### src/rtl/cache_trace_pkg.sv
// Shared definitions for the cache trace delta encoder.
//   ADDR_W_DEF : default address width
//   MAX_BYTES  : longest varint record for ADDR_W_DEF bits
//   LEN_W      : width of a varint byte count (enough for up to 64-bit values)
//   state_t    : encoder FSM states
//   varint_len : number of 7-bit groups needed for a value (at least 1)
package cache_trace_pkg;

  localparam int ADDR_W_DEF = 32;
  localparam int MAX_BYTES  = (ADDR_W_DEF + 6) / 7;
  localparam int LEN_W      = 4;

  typedef enum logic {
    IDLE = 1'b0,
    EMIT = 1'b1
  } state_t;

  // Highest non-empty 7-bit group decides the length; zero still costs one byte.
  function automatic logic [LEN_W-1:0] varint_len(input logic [63:0] z);
    logic [LEN_W-1:0] n;
    n = LEN_W'(1);
    for (int k = 1; k < 10; k++) begin
      if ((z >> (7 * k)) != 64'd0) begin
        n = LEN_W'(k + 1);
      end
    end
    return n;
  endfunction

endpackage

### src/rtl/trace_zigzag.sv
// Combinational zigzag mapping of a signed delta plus its varint byte count.
//   d      : delta, two's complement, ADDR_W bits
//   z      : zigzag value (d << 1) ^ sign-fill
//   nbytes : varint length of z in bytes (1..ceil(ADDR_W/7))
// ADDR_W must lie in 2..63 so z fits the 64-bit length helper.
import cache_trace_pkg::*;

module trace_zigzag #(
  parameter int ADDR_W = ADDR_W_DEF
) (
  input  logic [ADDR_W-1:0] d,
  output logic [ADDR_W-1:0] z,
  output logic [LEN_W-1:0]  nbytes
);

  // Bit 0 receives the sign alone since the shifted-in bit is zero.
  for (genvar gi = 0; gi < ADDR_W; gi++) begin : g_zz
    if (gi == 0) begin : g_lsb
      assign z[gi] = d[ADDR_W-1];
    end else begin : g_up
      assign z[gi] = d[gi-1] ^ d[ADDR_W-1];
    end
  end

  assign nbytes = varint_len(64'(z));

endmodule

### src/rtl/cache_trace_delta_encoder.sv
// Streaming cache-trace encoder: absolute addresses in, zigzag/varint deltas out.
//   clk, rst              : clock, synchronous active-high reset
//   in_valid/in_ready     : address handshake; in_addr, restart sampled on accept
//   out_valid/out_ready   : byte handshake; out_byte bit7 = continuation, out_last ends record
//   rec_count, byte_count : wrapping counts of emitted records and bytes
import cache_trace_pkg::*;

module cache_trace_delta_encoder #(
  parameter int ADDR_W = ADDR_W_DEF,
  parameter int CNT_W  = 32
) (
  input  logic              clk,
  input  logic              rst,
  input  logic              in_valid,
  output logic              in_ready,
  input  logic [ADDR_W-1:0] in_addr,
  input  logic              restart,
  output logic              out_valid,
  input  logic              out_ready,
  output logic [7:0]        out_byte,
  output logic              out_last,
  output logic [CNT_W-1:0]  rec_count,
  output logic [CNT_W-1:0]  byte_count
);

  localparam int MAX_B = (ADDR_W + 6) / 7;
  localparam int SH_W  = 7 * MAX_B;

  state_t            state_reg, state_next;
  logic [ADDR_W-1:0] prev_addr_reg, prev_addr_next;
  logic [SH_W-1:0]   shift_reg, shift_next;
  logic [LEN_W-1:0]  remain_reg, remain_next;   // bytes still to come after out_byte
  logic [7:0]        byte_reg, byte_next;
  logic              last_reg, last_next;
  logic [CNT_W-1:0]  rec_reg, rec_next;
  logic [CNT_W-1:0]  bcnt_reg, bcnt_next;

  logic [ADDR_W-1:0] delta;
  logic [ADDR_W-1:0] zz;
  logic [LEN_W-1:0]  zz_len;
  logic [SH_W-1:0]   zz_ext;
  logic              out_fire;
  logic              in_fire;

  assign out_valid  = (state_reg == EMIT);
  assign out_fire   = out_valid && out_ready;
  // Accept while the final byte leaves so consecutive records have no gap.
  assign in_ready   = (state_reg == IDLE) || (out_fire && last_reg);
  assign in_fire    = in_valid && in_ready;

  assign out_byte   = byte_reg;
  assign out_last   = last_reg;
  assign rec_count  = rec_reg;
  assign byte_count = bcnt_reg;

  assign delta  = in_addr - (restart ? '0 : prev_addr_reg);
  assign zz_ext = SH_W'(zz);

  trace_zigzag #(.ADDR_W(ADDR_W)) u_zigzag (
    .d      (delta),
    .z      (zz),
    .nbytes (zz_len)
  );

  always_comb begin
    state_next     = state_reg;
    prev_addr_next = prev_addr_reg;
    shift_next     = shift_reg;
    remain_next    = remain_reg;
    byte_next      = byte_reg;
    last_next      = last_reg;
    rec_next       = rec_reg;
    bcnt_next      = bcnt_reg;

    if (out_fire) begin
      bcnt_next = bcnt_reg + CNT_W'(1);
      if (last_reg) begin
        rec_next   = rec_reg + CNT_W'(1);
        state_next = IDLE;
      end else begin
        byte_next   = {remain_reg > LEN_W'(1), shift_reg[6:0]};
        last_next   = (remain_reg == LEN_W'(1));
        shift_next  = shift_reg >> 7;
        remain_next = remain_reg - LEN_W'(1);
      end
    end

    // A new record overrides the IDLE transition taken on its predecessor's last byte.
    if (in_fire) begin
      state_next     = EMIT;
      prev_addr_next = in_addr;
      byte_next      = {zz_len > LEN_W'(1), zz_ext[6:0]};
      last_next      = (zz_len == LEN_W'(1));
      shift_next     = zz_ext >> 7;
      remain_next    = zz_len - LEN_W'(1);
    end
  end

  always_ff @(posedge clk) begin
    if (rst) begin
      state_reg     <= IDLE;
      prev_addr_reg <= '0;
      shift_reg     <= '0;
      remain_reg    <= '0;
      byte_reg      <= '0;
      last_reg      <= 1'b0;
      rec_reg       <= '0;
      bcnt_reg      <= '0;
    end else begin
      state_reg     <= state_next;
      prev_addr_reg <= prev_addr_next;
      shift_reg     <= shift_next;
      remain_reg    <= remain_next;
      byte_reg      <= byte_next;
      last_reg      <= last_next;
      rec_reg       <= rec_next;
      bcnt_reg      <= bcnt_next;
    end
  end

endmodule

### config.mk
export PLATFORM = sky130hd
export DESIGN_NAME = cache_trace_delta_encoder
export DESIGN_NICKNAME = d
export VERILOG_FILES = /design/src/rtl/cache_trace_pkg.sv /design/src/rtl/trace_zigzag.sv /design/src/rtl/cache_trace_delta_encoder.sv
export SDC_FILE = /design/constraint.sdc
export NUM_CORES = 1
export LEC_CHECK = 0
export CAP_MARGIN = 0
export CORE_MARGIN = 10
export CORE_UTILIZATION = 30
export CTS_CLUSTER_SIZE = 25
export DETAILED_ROUTE_END_ITERATION = 16
export PLACE_DENSITY_LB_ADDON = 0.12
export SLEW_MARGIN = 10
export SYNTH_ARGS = -nofsm -noshare
export SYNTH_HDL_FRONTEND = slang
export SYNTH_HIERARCHICAL = 1
export SYNTH_SLANG_ARGS = --single-unit
### constraint.sdc
create_clock -name clk -period 5.9 [get_ports clk]
set_input_delay 1.18 -clock clk [delete_from_list [all_inputs] [get_ports clk]]
set_output_delay 1.18 -clock clk [all_outputs]
set_load 0.05 [all_outputs]
## After elaboration in Yosys (flattened, before gate mapping)

Index checks and enable logic that the tools add are counted.

| operators by class | value |
|---|---|
| add/subtract/negate cells | 5 |
| magnitude comparators | 2 |
| equality and inequality tests | 3 |
| mux-type cells | 20 |
| bitwise operators | 32 |
| reduce and logical (&&, ||, !) cells | 13 |

Operator list:

| operator | count |
|---|---|
| 64-bit nonzero test | 4 |
| 25-bit two-way mux | 3 |
| 32-bit by 1-bit adder with 32-bit output, second input constant | 2 |
| 32-bit two-way mux | 1 |
| 32-bit subtractor | 1 |
| 1-bit bitwise XOR | 31 |
| 4-bit two-way mux | 6 |
| 8-bit two-way mux | 3 |
| 4-bit by 1-bit equality test with 1-bit output, second input constant | 2 |
| 4-bit by 1-bit > comparator with 1-bit output, second input constant | 2 |
| 4-bit by 1-bit subtractor with 4-bit output, second input constant | 2 |
| 1-bit two-way mux | 6 |
| 2-bit AND reduction | 3 |
| 2-bit nonzero test | 2 |
| 1-bit logical AND | 3 |
| 2-bit two-way mux | 1 |
| 2-bit by 1-bit != test with 1-bit output, second input constant | 1 |
| 1-bit logical OR | 1 |
| 1-bit inverter | 1 |

| storage, ports and cells | value |
|---|---|
| flip-flop bits (word level) | 135 |
| input port bits | 37 |

## Logic depth before layout (Yosys ltp)

Gate-level depths: netlist of run 1.

| depth | value |
|---|---|
| word-level depth | 10 |
| mapped depth | 22 |

## Modules after synthesis

The synthesis of run 1 kept the hierarchy.

Modules (own cells, without submodules):

| module | instances | cells each | area each (µm²) | seq. area each (µm²) |
|---|---|---|---|---|
| cache_trace_delta_encoder | 1 | 931 | 7337.0 | 2702.6 |
| trace_zigzag | 1 | 66 | 484.2 | 0.0 |

## Worst setup path before layout of run 1

OpenSTA, ideal clock, no wires.

| timing path | value |
|---|---|
| kind | input port to flip-flop |
| start | in restart |
| end | reg remain_reg[2] |
| setup time | 0.086 ns |
| arrival | 4.945 ns |
| required time | 5.814 ns |
| path slack | 0.869 ns |
| cell stages on the path | 22 |
| path buffers | 3 |
| cell sequence | clkbuf_1 > nand2b_1 > ha_1 > and2_1 > nand4_1 > a31oi_1 > nor2_1 > a21o_1 > o2111ai_1 > a41oi_1 > xnor2_1 > buf_4 > buf_4 > nand4_1 > mux2i_1 > o211ai_1 > o21ai_1 > inv_1 > ha_1 > xor2_1 > nor2_1 > a211oi_1 |

RTL lines:

| element | RTL line | text |
|---|---|---|
| start: declaration | cache_trace_delta_encoder.sv:17 | `input logic restart,` |
| 32-bit two-way mux * | cache_trace_delta_encoder.sv:56 | `assign delta = in_addr - (restart ? '0 : prev_addr_reg);` |
| 32-bit subtractor * | cache_trace_delta_encoder.sv:56 |  |
| net delta[31] | cache_trace_delta_encoder.sv:38 | `logic [ADDR_W-1:0] delta;` |
| 1-bit bitwise XOR | trace_zigzag.sv:21 | `assign z[gi] = d[gi-1] ^ d[ADDR_W-1];` |
| 64-bit nonzero test | cache_trace_pkg.sv:23 | `if ((z >> (7 * k)) != 64'd0) begin` |
| 4-bit two-way mux | cache_trace_pkg.sv:23 |  |
| 4-bit two-way mux * | cache_trace_pkg.sv:23 |  |
| net zz_len[2] | cache_trace_delta_encoder.sv:40 | `logic [LEN_W-1:0] zz_len;` |
| 4-bit by 1-bit subtractor with 4-bit output * | cache_trace_delta_encoder.sv:95 | `remain_next = zz_len - LEN_W'(1);` |
| 4-bit two-way mux * | cache_trace_delta_encoder.sv:89 | `if (in_fire) begin` |
| end signal: assignment | cache_trace_delta_encoder.sv:113 | `remain_reg <= remain_next;` |
| end: declaration | cache_trace_delta_encoder.sv:32 | `logic [LEN_W-1:0] remain_reg, remain_next;` |

The timed path passes the listed nets; every way through them passes the cells marked *.
A chain may end at the register's enable or synchronous reset.

## Worst setup path after layout of run 1

| timing path | value |
|---|---|
| start | in restart |
| end | reg remain_reg[2] |

| on the way | value |
|---|---|
| longest elaborated chain between the ends | 10 |

Ends and longest elaborated chain:

| element | RTL line |
|---|---|
| 32-bit two-way mux * | cache_trace_delta_encoder.sv:56 |
| 32-bit subtractor * | cache_trace_delta_encoder.sv:56 |
| net delta[31] | cache_trace_delta_encoder.sv:38 |
| 1-bit bitwise XOR | trace_zigzag.sv:21 |
| 64-bit nonzero test | cache_trace_pkg.sv:23 |
| 2-bit two-way mux | cache_trace_pkg.sv:23 |
| 4-bit two-way mux (2 in series) | cache_trace_pkg.sv:23 |
| 4-bit two-way mux * | cache_trace_pkg.sv:23 |
| net zz_len[0] | cache_trace_delta_encoder.sv:40 |
| 4-bit by 1-bit subtractor with 4-bit output * | cache_trace_delta_encoder.sv:95 |
| 4-bit two-way mux * | cache_trace_delta_encoder.sv:89 |

Marks and branches as above.

==> impl_metrics.ini, run 1 <==
[outcome]
status = finished clean

[global_routing]
grt_start_max_net_pins = 86
antenna_found_initial = 0
use_met2_pct = 19.7
gr-max-usage-layer = met2
grt_pass1_vias = 6801
grtUsageTotal_pct = 12.6
use_met3_pct = 3.06
grt_pass1_wl_um = 35000
grtUsageMet1_pct = 16.9
overflow = 0

[synthesis]
synth_area_um2 = 7820
synth_nets = 1075
async_flop_share_pct = 0
yosys.area.top_type = dfxtp_1
postSynthAreaPerCell_um2 = 7.84
synth_flop_cell = dfxtp_1
yosysSeqAreaShare_pct = 34.6
synth_seq_cells = 135
synth-edff-count = 0
ys_warn_count = 6
synth_cells = 997
synth.distinct_cells = 57
ys_top_cells_by_area = dfxtp_1 35%, xor2_1 9.4%, nand2_1 7.7%
yosysTopAreaCellShare_pct = 34.6

[floorplan]
dieHeight_um = 181
die_area_um2 = 32900
start_util_pct = 30.3
rows = 59
die_x_um = 181
ios = 112
core_region_area_um2 = 25800

[pwr]
switching_power_uw = 816
power_density_nw_per_um2 = 261
p_seq_share_pct = 37.6
comb_power_share_pct = 21.0
switching_share_pct = 31.3
p_int_uw = 1790
clkPwrFrac_pct = 41.4
p_leak_uw = 0.00371
ir_worst_vdd_mv = 0.123

[clock_network]
clock_path_buffers = 2
cts_root_buf = clkbuf_16
hold_buffers = 0
cts_inserted_buffers = 17
insertion_delay_ns = 0.42
cts.clk_slew.worst_paths_ns = 0.06
htreeDepth = 4
postCtsSetupBuffers = 0
clkSinkCount = 135
cts_tree = built
cts_resized = 0

[placed_design]
gp_congestion = 0.819
dp_cells = 1424
dp_hpwl_um = 15500
portBuffers = 111

[timing]
max_freq_mhz = 182
hold_viol = 0
post-route-period-util_pct = 93.0
drv_slew = 0
fin_crit_ns = 5.49
setup_violations = 0
holdWs_ns = 0.454
relSlewSlack_pct = 23.2
finalClockSkew_ns = 0.0109
rsz0062_at_grt = no
tightestPinTransition_ns = 1.15

[detailed_routing]
vias = 6930
dr.pass1.iters = 4
routed_wl_um = 20900
wl_per_cell_um = 14.3
vias_per_cell = 4.76
drc = 0
drt_iter0_markers = 310
ant_nets = 0

[flow_run]
cap_violations = 0

[cells_and_area]
n_fill_cell = 2725
fin_cells = 1456
nets = 1186
drive_gt1_share_pct = 7.14
final_common_cell = nand2_1
multi_input_area_um2 = 4860
final_cell_mix = 160 x nand2_1, 135 x dfxtp_1, 111 x nor2_1, 110 x clkdlybuf4s50_1, 92 x a21oi_1
regArea_um2 = 2700
area_delta_synth_final_pct = 27.8
antennaDiodeCount = 0

[setup_path]
critPathKind = input port to register
crit_path_start_kind = input port
required_ns = 6.23
crit_fanout = 14
end_kind = register
cp.arrival_ns = 5.81

[hold_path]
hold_class = register to register
## worst max-delay path, stage by stage
cell and delay (ns):
clkdlybuf4s50_1 0.57, nand2b_1 0.24, ha_1 0.27, nor2b_1 0.17
o2111ai_1 0.16, a31oi_1 0.29, nor2_1 0.09, a21o_1 0.22
o2111ai_1 0.27, a41oi_1 0.21, xnor2_2 0.21, buf_12 0.16
or4_1 0.51, mux2i_1 0.20, a221oi_1 0.13, o21ai_1 0.22
inv_1 0.07, ha_1 0.22, xor2_1 0.15, nor2_1 0.05
a211oi_1 0.21
## layout make-up
| type | instances | area share (%) |
|---|---|---|
| Clock inverter | 14 | 1.51 |
| Inverter | 18 | 0.676 |
| Sequential cell | 135 | 27.0 |
| Tap cell | 335 | 4.19 |
| Clock buffer | 18 | 4.39 |
| Multi-Input combinational cell | 794 | 48.6 |
| Timing Repair Buffer | 142 | 13.5 |
## metrics by stage
| step | setup TNS [ns] | area (µm²) | power, µW | worst slack (ns) | utilization, % |
|---|---|---|---|---|---|
| detailed placement | -0.113 | 9400 | 1550 | -0.0791 | 36.4 |
| global placement | 0 | 9400 | 1550 | 0.0660 | 36.4 |
| global route | 0 | 9990 | 2750 | 0.00357 | 38.7 |
| CTS | 0 | 9990 | 2650 | 0.360 | 38.7 |
| finish | 0 | 9990 | 2610 | 0.414 | 38.7 |
| floorplan | 0 | 7820 | 1370 | 0.869 | - |
## power groups by stage
stage | Sequential (µW) | Combinational, µW | Clock, µW
floorplan | 1020 | 355 | 0
detailed placement | 1000 | 551 | 0
global route | 985 | 611 | 1160
finish | 980 | 549 | 1080
CTS | 980 | 553 | 1120
global placement | 1000 | 552 | 0
## kinds of logic after synthesis
kind of cell / Yosys count / share of synthesized area [%]
simple gates: 436 / 26.0
compound gates: 194 / 15.4
flops: 135 / 34.6
xor+xnor: 118 / 13.2
buf+inv: 68 / 3.60
fa+ha+maj: 41 / 6.65
mux: 4 / 0.512
other cells: 1 / 0.0479
## cell usage after synthesis (all sizes together), types with 2 or more instances
cell,count
xor2,84
and3,20
o21a,3
dfxtp,135
a21o,13
nand4,15
nor3,9
buf,17
a21oi,93
nor2,111
inv,18
nor2b,10
nand3,43
nand2b,36
o31ai,2
o211ai,5
xnor2,34
or3,11
o2111ai,2
mux2i,4
a311oi,15
and4,7
and2,5
o311a,2
clkbuf,33
o21ai,22
o21bai,4
or4,2
or2,3
a22oi,11
a211oi,6
nand2,161
o22ai,2
ha,40
a31oi,8
## layer usage
layer | part of all wire (%) | wire, µm | vias up
met2 | 45 | 9360 | 85
met4 | 1.1 | 223 | 0
met1 | 51 | 10600 | 3190
met5 | 0 | 0 | -
met3 | 3.2 | 675 | 16
li1 | - | - | 3639
## worst paths after layout
kind	startpoint	slack (ns)	depth (start not counted)	to
setup / recovery	restart	0.41	21	remain_reg[2]
setup reg to reg	prev_addr_reg[1]	1.57	20	remain_reg[2]
hold / removal	prev_addr_reg[18]	0.45	2	prev_addr_reg[18]
hold reg to reg	prev_addr_reg[18]	0.45	2	prev_addr_reg[18]
No activity file was read; power rests on OpenSTA's default activity.
==> inputs of run 2 (changes only) <==
Clock period 5.9 ns to 5.3 ns, I/O delays scaled along.
==> impl_metrics.ini, run 2 (synthesis results as in run 1) <==
[pwr]
ir_worst_vdd_mv = 0.199
total_power_uw = 2970
power_density_nw_per_um2 = 275
switching_share_pct = 31.9
p_seq_share_pct = 36.7
comb_power_share_pct = 24.5
clkPwrFrac_pct = 38.8
switching_power_uw = 947
p_int_uw = 2020
p_leak_uw = 0.00419

[placed_design]
place_area_um2 = 10100
portBuffers = 111
gp_congestion = 0.855
dp_hpwl_um = 16100
pre_cts_ws_ns = -0.329

[cells_and_area]
postLayoutCellArea_um2 = 10800
nets = 1282
area_delta_synth_final_pct = 38.1
antennaDiodeCount = 0
fin_util_pct = 41.8
final_common_cell = nand2_1
final_cell_mix = 160 x nand2_1, 135 x dfxtp_1, 127 x buf_4, 110 x nor2_1, 109 x clkdlybuf4s50_1
drive_gt1_share_pct = 15.9

[floorplan]
start_util_pct = 30.3
die_area_um2 = 32900
rows = 59
core_region_area_um2 = 25800
die_x_um = 181
dieHeight_um = 181
ios = 112

[detailed_routing]
vias = 7325
vias_per_cell = 4.72
drt_iter0_markers = 338
routed_wl_um = 21700
dr.pass1.iters = 4
wl_per_cell_um = 14.0
drc = 0
ant_nets = 0

[setup_path]
rr_worst_depth = 19
r2r_start = prev_addr_reg[1]
end_kind = register
reg2reg_slack_ns = 1.12
critPathKind = input port to register
crit_fanout = 3
crit_path_start_kind = input port
r2r-end = remain_reg[2]
required_ns = 5.63
cp.arrival_ns = 5.21

[clock_network]
clock_path_buffers = 2
cts.clk_slew.worst_paths_ns = 0.07
cts_tree = built
cts_inserted_buffers = 17
htreeDepth = 4
insertion_delay_ns = 0.43
clkSinkCount = 135
cts_root_buf = clkbuf_16
hold_buffers = 0

[global_routing]
antenna_found_initial = 0
grtUsageTotal_pct = 13.0
overflow = 0
grt_pass1_vias = 7148
grt_start_max_net_pins = 98
grt_pass1_wl_um = 36200

[outcome]
status = finished clean

[hold_path]
worstHoldStart = prev_addr_reg[31]
hold_class = register to register
whs_endpoint = prev_addr_reg[31]
hold_depth = 2

[timing]
tightestPinTransition_ns = 1.16
drv_slew = 0
worst_slack_ns = 0.417
fin_crit_ns = 4.88
post-route-period-util_pct = 92.1
tns_ns = 0
relSlewSlack_pct = 22.5
max_freq_mhz = 205
hold_viol = 0
rsz0062_at_grt = no
finalClockSkew_ns = 0.0145
setup_violations = 0

[flow_run]
cap_violations = 0
run 2: routing by layer:
layer / vias to the layer above / routed length [µm] / GRT usage [%]
li1: 3843 / - / -
met1: 3377 / 10900 / 17.1
met2: 92 / 9900 / 21.0
met3: 13 / 754 / 3.26
met4: 0 / 183 / 3.06
met5: - / 0 / 0
run 2: power groups by stage:
| stage | combinational [µW] | clock [µW] | sequential, µW |
|---|---|---|---|
| 5_1_grt | 805 | 1240 | 1100 |
| 4_1_cts | 722 | 1190 | 1090 |
| 2_1_floorplan | 395 | 0 | 1140 |
| 3_3_place_gp | 719 | 0 | 1110 |
| 3_5_place_dp | 718 | 0 | 1110 |
| 6_report | 728 | 1150 | 1090 |
run 2: final cells by class:
cell class                      instances  area [µm²]
Fill cell                            2700       15000
Multi-Input combinational cell        794        4980
Sequential cell                       135        2700
Timing Repair Buffer                  238        2080
Clock buffer                           17         425
Tap cell                              335         419
Clock inverter                         15         133
Inverter                               18        67.6
run 2: per-stage QoR:
step,hold slack [ns],instances
5_1_grt,0.477,1552
3_5_place_dp,0.444,1520
4_1_cts,0.453,1552
2_1_floorplan,0.432,997
6_report,0.452,1552
3_3_place_gp,0.443,1520
run 2: worst max-delay path by stage:
stage	from	endpoint	slack (ns)	cells past startpoint
2_1_floorplan	restart	remain_reg[2]	0.39	22
3_3_place_gp	restart	remain_reg[2]	-0.23	22
3_5_place_dp	restart	remain_reg[2]	-0.33	20
4_1_cts	restart	remain_reg[2]	0.10	20
5_1_grt	in_addr[0]	remain_reg[2]	0.07	21
6_report	in_addr[0]	remain_reg[2]	0.42	21
run 2: critical path: stages:
cell and delay [ns]:
clkdlybuf4s50_1 0.48, inv_1 0.05, ha_1 0.22, fa_1 0.39, nor2b_1 0.18, o211ai_1 0.18, a211oi_2 0.29, nor3b_2 0.09
o21ai_2 0.20, nand4_1 0.11, nand4_1 0.11, xor2_1 0.08, or4_1 0.48, mux2i_2 0.21, o211ai_1 0.18, a31oi_1 0.23
inv_1 0.09, ha_1 0.20, xor2_1 0.15, nor2_1 0.05, a211oi_1 0.19
run 2: what timing repair did:
item | in CTS | in global routing
setup buffers | 0 | 0
endpoints found under the setup margin | 0 | 5
gates resized for setup | 0 | 22
